`src/rtl/mtm_alu_deserializer.sv`:
```
`default_nettype none
// +----------------------------------------------------------------------------+
// | Module   : mtm_alu_deserializer                                            |
// | Function : Serial front end of the mtm_alu datapath. Parses 11-bit frames  |
// |            (start, type, 8 payload, stop) into DATA_FRAMES data bytes plus |
// |            one CTL frame. It then checks the frame count, CRC4 (x^4+x+1)   |
// |            and opcode, and pulses either the operands or an error word.    |
// | Options  : MTM_DESER_TIMEOUT_EN - drop a stalled partial packet after      |
// |            TIMEOUT_CYCLES idle cycles and report a data error.             |
// | Revision : 1.0 - initial release                                           |
// +----------------------------------------------------------------------------+
module mtm_alu_deserializer #(
   parameter int DATA_FRAMES    = 8,
   parameter int TIMEOUT_CYCLES = 1000
) (
   input  logic        clk,
   input  logic        reset,
   input  logic        sin,
   output logic        out_valid,
   output logic [31:0] out_a,
   output logic [31:0] out_b,
   output logic [2:0]  out_op,
   output logic        err_valid,
   output logic [2:0]  err_flags,
   output logic        busy
);

   localparam int               CNT_W    = $clog2(DATA_FRAMES + 1);
   localparam logic [CNT_W-1:0] CNT_FULL = CNT_W'(DATA_FRAMES);
   localparam logic [3:0]       LAST_BIT = 4'd9;

   typedef enum logic [1:0] {
      IDLE     = 2'd0,
      SHIFT    = 2'd1,
      STOP_CHK = 2'd2,
      RESYNC   = 2'd3
   } state_t;

   state_t           state;
   state_t           next_state;
   logic [3:0]       bit_cnt;
   logic [9:0]       frame_sr;      // {type, payload[7:0], stop} once complete
   logic [63:0]      data_sr;       // {B, A}, first byte ends up in the MSBs
   logic [CNT_W-1:0] data_cnt;
   logic             overflow;
   logic [3:0]       crc;
   logic             start_bit;
   logic             frame_end;
   logic             timeout_hit;
   logic             frame_is_ctl;
   logic             stop_ok;
   logic [7:0]       payload;
   logic [3:0]       ctl_tail;
   logic [3:0]       crc_data;
   logic [3:0]       crc_ctl;
   logic             op_legal;

   assign frame_is_ctl = frame_sr[9];
   assign payload      = frame_sr[8:1];
   assign stop_ok      = frame_sr[0];
   assign ctl_tail     = {1'b1, payload[6:4]};
   assign op_legal     = (payload[6:4] == 3'b000) || (payload[6:4] == 3'b001) ||
                         (payload[6:4] == 3'b100) || (payload[6:4] == 3'b101);
   assign busy         = (state != IDLE) || (data_cnt != '0) || overflow;

   // One serial step of the x^4+x+1 LFSR, message bit fed at the top.
   function automatic logic [3:0] crc4_step(input logic [3:0] c, input logic b);
      logic fb;
      fb = c[3] ^ b;
      return {c[2], c[1], c[0] ^ fb, fb};
   endfunction

   // CRC advanced over a data byte and over the CTL tail {1, op}.
   always_comb begin
      crc_data = crc;
      for (int i = 7; i >= 0; i--) crc_data = crc4_step(crc_data, payload[i]);
      crc_ctl = crc;
      for (int i = 3; i >= 0; i--) crc_ctl = crc4_step(crc_ctl, ctl_tail[i]);
   end

   // Frame FSM state register.
   always_ff @(posedge clk) begin
      if (reset) state <= IDLE;
      else       state <= next_state;
   end

   // Frame FSM next state; STOP_CHK can accept an immediate start bit.
   always_comb begin
      next_state = state;
      start_bit  = 1'b0;
      frame_end  = 1'b0;
      case (state)
         IDLE: begin
            if (!sin) begin
               next_state = SHIFT;
               start_bit  = 1'b1;
            end
         end
         SHIFT: begin
            if (bit_cnt == LAST_BIT) next_state = STOP_CHK;
         end
         STOP_CHK: begin
            frame_end = 1'b1;
            if (!stop_ok) begin
               next_state = RESYNC;
            end else if (!sin) begin
               next_state = SHIFT;
               start_bit  = 1'b1;
            end else begin
               next_state = IDLE;
            end
         end
         RESYNC: begin
            if (sin) next_state = IDLE;
         end
         default: next_state = IDLE;
      endcase
   end

   // Bit counter and frame shift register.
   always_ff @(posedge clk) begin
      if (reset) begin
         bit_cnt  <= 4'd0;
         frame_sr <= 10'd0;
      end else if (start_bit) begin
         bit_cnt  <= 4'd0;
      end else if (state == SHIFT) begin
         frame_sr <= {frame_sr[8:0], sin};
         bit_cnt  <= bit_cnt + 4'd1;
      end
   end

   // Packet assembly, CTL decision and registered result pulses.
   always_ff @(posedge clk) begin
      if (reset) begin
         data_sr   <= 64'd0;
         data_cnt  <= '0;
         overflow  <= 1'b0;
         crc       <= 4'd0;
         out_valid <= 1'b0;
         out_a     <= 32'd0;
         out_b     <= 32'd0;
         out_op    <= 3'd0;
         err_valid <= 1'b0;
         err_flags <= 3'd0;
      end else begin
         out_valid <= 1'b0;
         err_valid <= 1'b0;
         if (frame_end && !stop_ok) begin
            // Framing error: drop whatever was collected.
            err_valid <= 1'b1;
            err_flags <= 3'b100;
            data_cnt  <= '0;
            overflow  <= 1'b0;
            crc       <= 4'd0;
         end else if (frame_end && !frame_is_ctl) begin
            if (data_cnt == CNT_FULL) begin
               overflow <= 1'b1;
            end else begin
               data_sr  <= {data_sr[55:0], payload};
               data_cnt <= data_cnt + CNT_W'(1);
               crc      <= crc_data;
            end
         end else if (frame_end) begin
            if ((data_cnt != CNT_FULL) || overflow) begin
               err_valid <= 1'b1;
               err_flags <= 3'b100;
            end else if (crc_ctl != payload[3:0]) begin
               err_valid <= 1'b1;
               err_flags <= 3'b010;
            end else if (!op_legal) begin
               err_valid <= 1'b1;
               err_flags <= 3'b001;
            end else begin
               out_valid <= 1'b1;
               out_b     <= data_sr[63:32];
               out_a     <= data_sr[31:0];
               out_op    <= payload[6:4];
            end
            data_cnt <= '0;
            overflow <= 1'b0;
            crc      <= 4'd0;
         end else if (timeout_hit) begin
            err_valid <= 1'b1;
            err_flags <= 3'b100;
            data_cnt  <= '0;
            overflow  <= 1'b0;
            crc       <= 4'd0;
         end
      end
   end

`ifdef MTM_DESER_TIMEOUT_EN
   localparam int IDLE_W = $clog2(TIMEOUT_CYCLES + 1);
   logic [IDLE_W-1:0] idle_cnt;

   assign timeout_hit = busy && (state == IDLE) && !start_bit &&
                        (idle_cnt == IDLE_W'(TIMEOUT_CYCLES - 1));

   // Idle gap counter while a partial packet waits for its next frame.
   always_ff @(posedge clk) begin
      if (reset || start_bit || !busy || (state != IDLE) || timeout_hit)
         idle_cnt <= '0;
      else
         idle_cnt <= idle_cnt + IDLE_W'(1);
   end
`else
   logic unused_timeout_cfg;
   assign unused_timeout_cfg = ^TIMEOUT_CYCLES;
   assign timeout_hit        = 1'b0;
`endif

endmodule
`default_nettype wire

```
`config.mk`:
```
export PLATFORM = sky130hd
export DESIGN_NAME = mtm_alu_deserializer
export DESIGN_NICKNAME = d
export VERILOG_FILES = /design/src/rtl/mtm_alu_deserializer.sv
export SDC_FILE = /design/constraint.sdc
export NUM_CORES = 1
export LEC_CHECK = 0
export ABC_AREA = 1
export CORE_ASPECT_RATIO = 2
export CORE_MARGIN = 1.5
export CORE_UTILIZATION = 55
export DETAILED_ROUTE_END_ITERATION = 6
export HOLD_SLACK_MARGIN = 0.05
export PLACE_DENSITY = 0.79
export SYNTH_ARGS = -nofsm -noshare
export SYNTH_HDL_FRONTEND = slang
export SYNTH_SLANG_ARGS = --single-unit
```
`constraint.sdc`:
```
create_clock -name clk -period 2.15 [get_ports clk]
set_input_delay 0.43 -clock clk [delete_from_list [all_inputs] [get_ports clk]]
set_output_delay 0.43 -clock clk [all_outputs]
set_load 0.005 [all_outputs]
```
==> run metrics <==
status finished clean; Antenna Violating Nets Remaining 0; Async SR Flop Fraction 0%; post-synthesis net count 877; DP HPWL 10.2 mm; largest net degree at the start of global routing 68; vias in the first global route 5,369; area grow syn2layout 23.7%; clk_skew 0.00614 ns; worst hold path class reg -> reg; number of buffers created by CTS 17; GRT met1 Usage 25.5%; Max clock buf depth 2; H-tree depth 4; GRT Resource Usage Total 25.8%; GRT busiest layer met2; Setup CP Type reg -> out; Crit. End Element output pin; fin util 70.0%; Syn. warnings 0; Critical Path Source state[0]$_SDFFE_PP0P_; I/O Pins 76; Max-Cap Viols 0; most common cell after layout, fill and taps aside dfxtp_1; Die X 79.4 um; first drt pass iteration count 6; clock-pin slew on the worst setup and hold paths 0.06 ns; r2r startpoint state[1]$_SDFFE_PP0P_; worst hold start err_flags[0]$_SDFFE_PP0P_; most frequent cells in the layout dfxtp_1, nor2_1, nand2_1, inv_1, a21oi_1; clk sinks 161; max_slew headroom 62.8%; gr ovfl total 0; vias 5,777; starting density of the core 56.6%; first-pass GRT wire length 24.7 mm; Hold Vio Cnt, Final 0; routed len/inst 14.6 um; placed cell areas 7340 um^2; Mapped Avg Cell Area 7.38 um^2; WHS 0.452 ns; routed wire length 15.8 mm; Synth Register Bits 161; routability cong. 0.857; Hold Buf Count CTS 0; Root Buffer clkbuf_16; Max Freq 482 MHz; Syn Std Cell Area 6420 um^2; CTS tree done; Vias/cell 5.33; CP Launch Type register; Post-Route Setup TNS 0 ns; port bufs 75; share of cells above drive strength 1 6.80%; # rows 55; # diodes 0; Req. time, crit path 1.72 ns; count of cell types in the netlist 29; VDD IR max 0.705 mV; die height 156 um; initial antenna violation count 0; Nets 939; total die area 12,400 um^2; P_leak 3.02 nW; Storage cell area 3230 um^2; Period Utilization, post-route 96.5%; Initial DRC Count 478; area of the multi-input gates 2590 um^2; Slew Limit Fails 0; Residual DRC 0; met2 Use GR 49.1%; crit path time final 2.07 ns; Least-Margin Pin Slew 0.554 ns; Filler cells 925; Pwr Density 830 nW/um^2; met3 Resource Use GR 4.85%; Post-Synthesis Cells 870; CORE AREA 11,400 um^2; Worst EP arrival 1.64 ns; Clock Latency Late Sink 0.41 ns; Final Cell Area 7950 um^2; worst-path fanout max 7; final number of setup-violating endpoints 0; Post-synth EDFFs 0; total power 0.00660 W; predominant post-synthesis flop cell dfxtp_1; sequential share of the synthesized area 50.2%
## worst paths after layout
| kind | slack, ns | depth (start not counted) | to |
|---|---|---|---|
| worst max-delay path | 0.08 | 3 | busy |
| worst min-delay path | 0.45 | 2 | err_flags[0]$_SDFFE_PP0P_ |
| worst max register to register | 0.15 | 9 | data_sr[20]$_SDFFE_PP0P_ |
| worst min register to register | 0.45 | 2 | err_flags[0]$_SDFFE_PP0P_ |
## worst max-delay path, cell delays in order, from the launching register on
cell and delay [ns]:
dfxtp_1 0.38, nor4_2 0.30, nand3_1 0.10, clkdlybuf4s50_1 0.45
## cell usage after synthesis, types with 4 or more instances
cell type  instances  area, um^2
nand2_1          123         462
o21ai_0           78         390
inv_1             97         364
buf_2             10        50.1
nand3_1           87         435
buf_1              8        30.0
xor2_1             5        43.8
ha_1               4        50.1
clkbuf_1          25        93.8
buf_6              8        90.1
nor2_1           147         552
a21oi_1           90         450
dfxtp_1          161        3220
## logic make-up (layout without fill, tap and decap cells)
kind of cell | after synthesis | in the layout | share of synthesized area, %
DFF | 161 | 161 | 50.2
xor gates and xnor gates | 8 | 8 | 1.09
AOI/OAI and AO/OA | 172 | 172 | 13.6
buffers and inverters | 152 | 223 | 10.1
and+or+nand+nor | 373 | 373 | 24.3
adders and majority gates | 4 | 4 | 0.779
## power breakdown
group,switching (W),leakage [nW],internal (W)
Combinational,0.000479,1.47,0.000254
Sequential,0.0000910,1.30,0.00309
Clock,0.00110,0.250,0.00159
Total,0.00167,3.02,0.00493
## timing repair
action,CTS,global route
buffers inserted,0,1
setup endpoints to repair,0,61
resized for setup,0,5
## area by class of cell
type | instances | area share, %
inverter | 100 | 4.74
clock buffer | 21 | 5.67
multi-input combinational | 557 | 32.6
timing repair buffer | 95 | 13.4
tap | 142 | 2.23
clock inverter | 7 | 0.818
sequential | 161 | 40.6
## metrics by stage
step	setup slack [ns]	instances
after floorplan	0.427	870
after global placement	0.262	1051
after detailed placement	0.178	1051
after CTS	0.0148	1079
after global routing	-0.0235	1083
final	0.0754	1083
## layer usage
metal  wire (um)  vias up
met5           0        -
met1        5700     2658
li1            -     2887
met2        8790      180
met3         563       52
met4         784        0
## sequential cells by signal, indices dropped and copies added (netlist names), 2 cells and up
signal / count
data_sr: 64
out_a: 32
out_b: 32
frame_sr: 10
bit_cnt: 4
crc: 4
data_cnt: 4
err_flags: 3
out_op: 3
state: 2
Note: power is estimated with default switching activity, not from simulation.
